--- config.mk ---
export PLATFORM = sky130hd
export DESIGN_NAME = fp_inv_sqrt_folded
export DESIGN_NICKNAME = d
export VERILOG_FILES = /design/src/rtl/fp_inv_sqrt_folded_pkg.sv /design/src/rtl/fp_mul_q230.sv /design/src/rtl/fp_inv_sqrt_folded.sv
export SDC_FILE = /design/constraint.sdc
export NUM_CORES = 2
export LEC_CHECK = 0
export CORE_MARGIN = 10
export CORE_UTILIZATION = 50
export CTS_CLUSTER_SIZE = 25
export DETAILED_ROUTE_END_ITERATION = 6
export DONT_BUFFER_PORTS = 1
export GPL_ROUTABILITY_DRIVEN = 0
export PLACE_DENSITY = 0.68
export SLEW_MARGIN = 10
export SYNTH_ARGS = -nofsm -noshare
export SYNTH_HDL_FRONTEND = slang
export SYNTH_SLANG_ARGS = --single-unit
--- constraint.sdc ---
create_clock -name clk_in -period 9.7 [get_ports clk_in]
set_clock_uncertainty 0.05 [all_clocks]
set_input_delay 1.94 -clock clk_in [delete_from_list [all_inputs] [get_ports clk_in]]
set_output_delay 1.94 -clock clk_in [all_outputs]
set_load 0.005 [all_outputs]
--- src/rtl/fp_inv_sqrt_folded_pkg.sv ---
// Shared constants for the folded Q16.16 inverse-square-root unit.
// Holds the Q16.16/Q2.30 formats, FSM state codes and the initial-guess LUT.
// No ports; imported by fp_inv_sqrt_folded and fp_mul_q230.
package fp_inv_sqrt_folded_pkg;

   localparam int WIDTH     = 32;   // operand/result width, Q16.16
   localparam int FRAC_BITS = 16;   // fractional bits of operand and result
   localparam int NR_ITERS  = 3;    // Newton-Raphson iterations
   localparam int LUT_BITS  = 4;    // fraction bits of m used to index the seed LUT
   localparam int Q_FRAC    = 30;   // internal fixed point is unsigned Q2.30
   localparam int SEED_BITS = 8;    // precision of each stored seed, value = L/256

   localparam logic [WIDTH-1:0] FP_MAX     = 32'h7FFF_FFFF;
   localparam logic [WIDTH-1:0] Q230_ONE   = 32'h4000_0000;
   localparam logic [WIDTH-1:0] Q230_THREE = 32'hC000_0000;

   // Output shift is 14+k with k = (msb_pos/2) - 8, so the base is 14-8.
   localparam logic [4:0] SH_BASE = 5'(Q_FRAC - FRAC_BITS - 8);

   localparam logic [2:0] S_IDLE   = 3'd0;
   localparam logic [2:0] S_NORM   = 3'd1;
   localparam logic [2:0] S_SEED   = 3'd2;
   localparam logic [2:0] S_SQ     = 3'd3;
   localparam logic [2:0] S_MX     = 3'd4;
   localparam logic [2:0] S_UPD    = 3'd5;
   localparam logic [2:0] S_DENORM = 3'd6;

   // Normaliser result: mantissa m in [1,4) as Q2.30, output shift 14+k,
   // and a flag for operands with no real inverse square root.
   typedef struct packed {
      logic             bad;
      logic [4:0]       sh;
      logic [WIDTH-1:0] m;
   } norm_t;

   // 1/sqrt at the midpoint of each 1/16-wide slot of m, scaled by 256.
   // Rows: integer part of m = 1, 2, 3.
   localparam logic [SEED_BITS-1:0] SEED_LUT [48] = '{
      8'd252, 8'd245, 8'd238, 8'd232, 8'd226, 8'd221, 8'd216, 8'd211,
      8'd207, 8'd203, 8'd199, 8'd195, 8'd192, 8'd189, 8'd185, 8'd182,
      8'd180, 8'd177, 8'd174, 8'd172, 8'd169, 8'd167, 8'd165, 8'd163,
      8'd161, 8'd159, 8'd157, 8'd155, 8'd154, 8'd152, 8'd150, 8'd149,
      8'd147, 8'd146, 8'd144, 8'd143, 8'd141, 8'd140, 8'd139, 8'd137,
      8'd136, 8'd135, 8'd134, 8'd133, 8'd132, 8'd131, 8'd130, 8'd129
   };

   // top = integer bits of m followed by its LUT_BITS leading fraction bits.
   function automatic logic [WIDTH-1:0] seed_q230(input logic [LUT_BITS+1:0] top);
      logic [5:0] idx;
      idx = {top[LUT_BITS+1:LUT_BITS] - 2'd1, top[LUT_BITS-1:0]};
      if (idx > 6'd47)
         idx = 6'd0;   // integer part 0 cannot occur for a normalised m
      return {2'b00, SEED_LUT[idx], {(Q_FRAC - SEED_BITS){1'b0}}};
   endfunction

endpackage

--- src/rtl/fp_mul_q230.sv ---
// Registered 32x32 unsigned multiply returning (a*b)>>30, i.e. a Q2.30 product.
// Latency 1 cycle; no handshake, the caller schedules operands every cycle.
// Ports: i_clk clock, i_a/i_b Q2.30 operands, o_p registered Q2.30 product.
module fp_mul_q230
   import fp_inv_sqrt_folded_pkg::*;
(
   input  logic             i_clk,
   input  logic [WIDTH-1:0] i_a,
   input  logic [WIDTH-1:0] i_b,
   output logic [WIDTH-1:0] o_p
);

   // Products stay below 4.0 in this datapath, so the truncation is lossless
   // at the top and simply drops the low 30 bits.
   always_ff @(posedge i_clk) begin
      o_p <= WIDTH'((64'(i_a) * 64'(i_b)) >> Q_FRAC);
   end

endmodule

--- src/rtl/fp_inv_sqrt_folded.sv ---
// Folded 1/sqrt(a) for signed Q16.16: normalise, LUT seed, 3 Newton-Raphson steps.
// Latency 12 cycles from accept edge to valid_out; one shared registered multiplier.
// Backpressure: ready_out high only in IDLE; valid_in ignored while busy.
// Ports: clk_in, rst_in (sync, active-high), a_in/valid_in/ready_out operand
//        handshake, res_out (held) with valid_out one-cycle update pulse.
module fp_inv_sqrt_folded
   import fp_inv_sqrt_folded_pkg::*;
(
   input  logic             clk_in,
   input  logic             rst_in,
   input  logic [WIDTH-1:0] a_in,
   input  logic             valid_in,
   output logic [WIDTH-1:0] res_out,
   output logic             valid_out,
   output logic             ready_out
);

   logic [2:0]       r_state;
   logic [1:0]       r_iter;
   logic [WIDTH-1:0] r_a;
   logic [WIDTH-1:0] r_m;
   logic [WIDTH-1:0] r_y;
   logic [4:0]       r_sh;
   logic             r_bad;

   logic [3:0]       w_pair;
   norm_t            w_norm;
   logic [WIDTH-1:0] w_mul_a;
   logic [WIDTH-1:0] w_mul_b;
   logic [WIDTH-1:0] w_mul_p;
   logic [WIDTH-1:0] w_y_cur;
   logic [WIDTH-1:0] w_h;
   logic [WIDTH:0]   w_rnd_sum;

   assign ready_out = (r_state == S_IDLE);

   // Even-shift normaliser: with the MSB at bit p, shifting left by
   // 30 - 2*floor(p/2) lands the MSB on bit 30 or 31, i.e. m in [1,4).
   always_comb begin
      w_pair = '0;
      for (int i = 0; i < WIDTH - 1; i++) begin
         if (r_a[i])
            w_pair = 4'(i / 2);
      end
      w_norm.bad = r_a[WIDTH-1] | (r_a == '0);
      w_norm.sh  = SH_BASE + {1'b0, w_pair};
      w_norm.m   = r_a << (5'd30 - {w_pair, 1'b0});
      if (w_norm.bad)
         w_norm.m = Q230_ONE;   // keeps the seed index legal; result is overridden
   end

   // The product of UPD is the new y; the first SQ takes the seed instead.
   assign w_y_cur = (r_iter == 2'd0) ? r_y : w_mul_p;
   assign w_h     = (Q230_THREE - w_mul_p) >> 1;

   always_comb begin
      w_mul_a = r_y;
      w_mul_b = r_y;
      case (r_state)
         S_SQ: begin
            w_mul_a = w_y_cur;
            w_mul_b = w_y_cur;
         end
         S_MX: begin
            w_mul_a = r_m;
            w_mul_b = w_mul_p;    // t = y*y
         end
         S_UPD: begin
            w_mul_a = r_y;
            w_mul_b = w_h;        // h from u = m*t
         end
         default: ;
      endcase
   end

   // Round half up before dropping 14+k bits.
   assign w_rnd_sum = {1'b0, w_mul_p} + ((WIDTH+1)'(1) << (r_sh - 5'd1));

   fp_mul_q230 u_mul (
      .i_clk (clk_in),
      .i_a   (w_mul_a),
      .i_b   (w_mul_b),
      .o_p   (w_mul_p)
   );

   always_ff @(posedge clk_in) begin
      if (rst_in) begin
         r_state   <= S_IDLE;
         r_iter    <= '0;
         r_a       <= '0;
         r_m       <= '0;
         r_y       <= '0;
         r_sh      <= '0;
         r_bad     <= 1'b0;
         res_out   <= '0;
         valid_out <= 1'b0;
      end else begin
         valid_out <= 1'b0;
         case (r_state)
            S_IDLE: begin
               if (valid_in) begin
                  r_a     <= a_in;
                  r_state <= S_NORM;
               end
            end
            S_NORM: begin
               r_m     <= w_norm.m;
               r_sh    <= w_norm.sh;
               r_bad   <= w_norm.bad;
               r_state <= S_SEED;
            end
            S_SEED: begin
               r_y     <= seed_q230(r_m[WIDTH-1:Q_FRAC-LUT_BITS]);
               r_iter  <= '0;
               r_state <= S_SQ;
            end
            S_SQ: begin
               r_y     <= w_y_cur;
               r_state <= S_MX;
            end
            S_MX: begin
               r_state <= S_UPD;
            end
            S_UPD: begin
               if (r_iter == 2'(NR_ITERS - 1)) begin
                  r_state <= S_DENORM;
               end else begin
                  r_iter  <= r_iter + 2'd1;
                  r_state <= S_SQ;
               end
            end
            S_DENORM: begin
               res_out   <= r_bad ? FP_MAX : WIDTH'(w_rnd_sum >> r_sh);
               valid_out <= 1'b1;
               r_state   <= S_IDLE;
            end
            default: r_state <= S_IDLE;
         endcase
      end
   end

endmodule

==> impl_metrics.toml <==
[status]
status = "finished clean"

[pwr]
combPwrFrac = 0.530
power.internal_mw = 1.69
swShare = 0.479
p_per_area_nw_per_um2 = 66.1
pwr-share-seq = 0.256
clkPwrFrac = 0.214
vdd_drop_max_uv = 138
p_switching_mw = 1.55
p_leak_nw = 23.6

[drt]
wl_um = 156000
drc = 0
viasPerCell = 6.06
dr.pass1.iters = 6
drt_iter0_markers = 4608
postRouteAntennaNets = 0
wl_per_cell_um = 23.2
via_count = 40900

[logic_synthesis]
synth_fa_ha_area_frac = 0.472
netlist_area_um2 = 45600
synth_edf_count = 0
ys_seq_area_frac = 0.0756
synth_nets = 6813
yosys.area.top_type_share = 0.393
synthMuxAreaShare = 0.0252
synth_seq_cells = 172
syn_area_per_cell_um2 = 8.14
yosysWarnings = 0
yosysTopAreaCell = "fa_1"
synth_top_family_by_area = "adder cells"
synth_cell_types = 100
synth_xor_area_frac = 0.0155
synth-compound-area-share = 0.124
async_flop_share = 0
synthTopCellsByArea = "fa_1 (39%), ha_1 (7.9%), inv_1 (7.8%), dfxtp_1 (7.6%), nand2_1 (7.3%)"
netlist_instances = 5595
synthSimpleGateAreaFrac = 0.180
ys.flop_type = "dfxtp_1"

[setup_path]
cp-end-kind = "flop"
crit_slowest_cell = "fa_1"
crit_arrival_ps = 9790
start_kind = "flop"
path_common_cell = "fa_1"
cp_max_fo = 7
cp_data_required_time_ps = 10000
critPathMaxStageDelay_ps = 600
critPathKind = "reg2reg"

[clock_tree]
cts.hold.buffers_added = 0
cts_buffer_depth = 2
cts.reportedPaths.clkPinSlew_ps = 80
cts_tree = "built"
clkSinkCount = 172
cts_buffers = 17
cts-root-buf = "clkbuf_16"
h-tree-depth = 4
clkLatencyLatePin_ps = 460

[grt]
grt_max_degree = 108
met2_usage = 0.459
use_met3 = 0.0759
grt_pass1_vias = 40600
grt_overflow = 0
grt_busiest_layer = "met2"
grt_pass1_wl_um = 241000
track_usage = 0.302
grt_antenna_before_repair = 2
use_met1 = 0.401

[sta]
hold_violations = 0
fin_crit_sh = 0.978
relSlewSlack = 0.233
maxSlewViolCount = 0
fmax_mhz = 105
worstMarginPinSlew_ps = 1150
setup_viol = 0
period_needed_ps = 9490

[finish]
fin_cells = 6749
drive_gt1_frac = 0.0822
nFillCells = 8312
syn2layout_area_growth_pct = 7.67
final_core_util = 0.544
nets = 6777

[floorplan]
die_area_um2 = 104000
die_w_um = 322
initial_core_util = 0.505
die-height_um = 322
rows = 110
io_pins = 69
core_area_um2 = 90100

[min_path]
hold_path_class = "reg2reg"

[place]
place_inst = 6708
portBuffers = 0
hpwl_um = 127000

[flow_run]
cap_violations = 0
[kinds of logic (layout without fill, tap and decap cells)]
logic type | after synthesis | after routing
other | 0 | 1
buffers and inverters | 1292 | 1269
multiplexers | 89 | 89
AND/OR/NAND/NOR | 1949 | 1949
XOR/XNOR | 80 | 80
adder cells (fa/ha/maj) | 1183 | 1183
flip-flops | 172 | 172
AO/OA/AOI/OAI | 830 | 830
[state kept, by name (all words and copies together), names as in the netlist]
name	cells
r_state	3
r_bad	1
r_m	32
valid_out	1
u_mul.o_p	32
r_iter	2
r_a	32
r_y	32
r_sh	5
res_out	32
[critical path: cells and delay by family (launching register included)]
kind,cells,cell delay [ps]
compound gates,6,1850
buf+inv,6,740
simple gates,6,1700
flops,1,340
fa+ha+maj,9,4340
xor+xnor,2,320
[synth_stat cells, types with 7 or more instances]
cell type / instances
nor2_1: 690
o31ai_1: 19
mux4_2: 19
and4_1: 7
a22oi_1: 46
a221oi_1: 30
nand2_1: 886
a2111o_1: 7
a21oi_1: 206
o21ai_1: 11
nand4_1: 18
o2111ai_1: 7
fa_1: 895
o22ai_1: 39
o311ai_0: 10
inv_1: 949
mux2i_1: 53
ha_1: 288
buf_2: 15
o21ai_0: 135
a221o_1: 18
nand2b_1: 41
or4_1: 12
nor4_1: 23
xnor2_1: 50
nor3_1: 71
o221ai_1: 11
and2_1: 49
o22a_1: 38
mux2_2: 17
o211ai_1: 17
or3_1: 11
a211oi_1: 32
buf_1: 23
nand3_1: 46
and3_1: 25
a21o_1: 50
xor2_1: 29
clkbuf_1: 297
dfxtp_1: 172
or2_2: 20
nor2b_1: 21
o21a_1: 22
a211o_1: 10
a31oi_1: 41
[per-layer routing]
layer | share of wire | vias up
li1 | - | 17600
met1 | 0.38 | 20300
met2 | 0.44 | 2464
met3 | 0.12 | 569
met4 | 0.059 | 2
met5 | 0.000083 | -
[worst paths after layout]
check / from / end / slack (ps) / cells after the start
max: u_mul.o_p[2] / u_mul.o_p[27] / 210 / 29
min: r_m[24] / r_m[24] / 410 / 2
max reg2reg: u_mul.o_p[2] / u_mul.o_p[27] / 210 / 29
min reg2reg: r_m[24] / r_m[24] / 410 / 2
[power by group through the flow]
stage	clock network (mW)	logic, mW	registers (mW)
after CTS	0.693	1.62	0.824
after global placement	0	1.59	0.838
after floorplan	0	1.05	0.807
final	0.693	1.72	0.831
after detailed placement	0	1.61	0.840
after global routing	0.720	1.82	0.833
[area by class of cell]
cell class | count | area [um2] | area share
Multi-Input combinational cell | 4131 | 37500 | 0.765
Inverter | 953 | 3580 | 0.0729
Sequential cell | 172 | 3450 | 0.0702
Timing Repair Buffer | 284 | 2430 | 0.0496
Tap cell | 1176 | 1470 | 0.0300
Clock buffer | 17 | 425 | 0.00867
Clock inverter | 15 | 154 | 0.00314
Antenna cell | 1 | 2.50 | 0.0000510
[placed cells by master (no fill, tap or decap), types with 33 or more instances in the layout]
cell,n
inv_1,949
fa_1,895
nand2_1,885
nor2_1,678
ha_1,287
buf_4,257
a21oi_1,204
dfxtp_1,170
o21ai_0,132
nor3_1,70
mux2i_1,53
xnor2_1,50
a21o_1,50
and2_1,49
a22oi_1,46
nand3_1,44
a31oi_1,40
nand2b_1,39
o22a_1,37
o22ai_1,33
[stage by stage]
stage / hold WS, ps / cell area, um2 / setup TNS (ps) / setup WS [ps] / total power, mW
after floorplan: 366 / 45600 / 0 / 470 / 1.86
after global placement: 396 / 48300 / 0 / 243 / 2.43
after detailed placement: 413 / 48300 / -15.5 / -15.5 / 2.45
after CTS: 421 / 48800 / 0 / 43.4 / 3.14
after global routing: 437 / 49100 / -169 / -99.9 / 3.37
final: 412 / 49100 / 0 / 214 / 3.24
[timing repair]
action | in CTS | in global routing
pin swaps | 0 | 11
resized for setup | 2 | 37
buffers inserted | 0 | 8
setup endpoints to repair | 2 | 17
(Power assumes the default switching activity.)
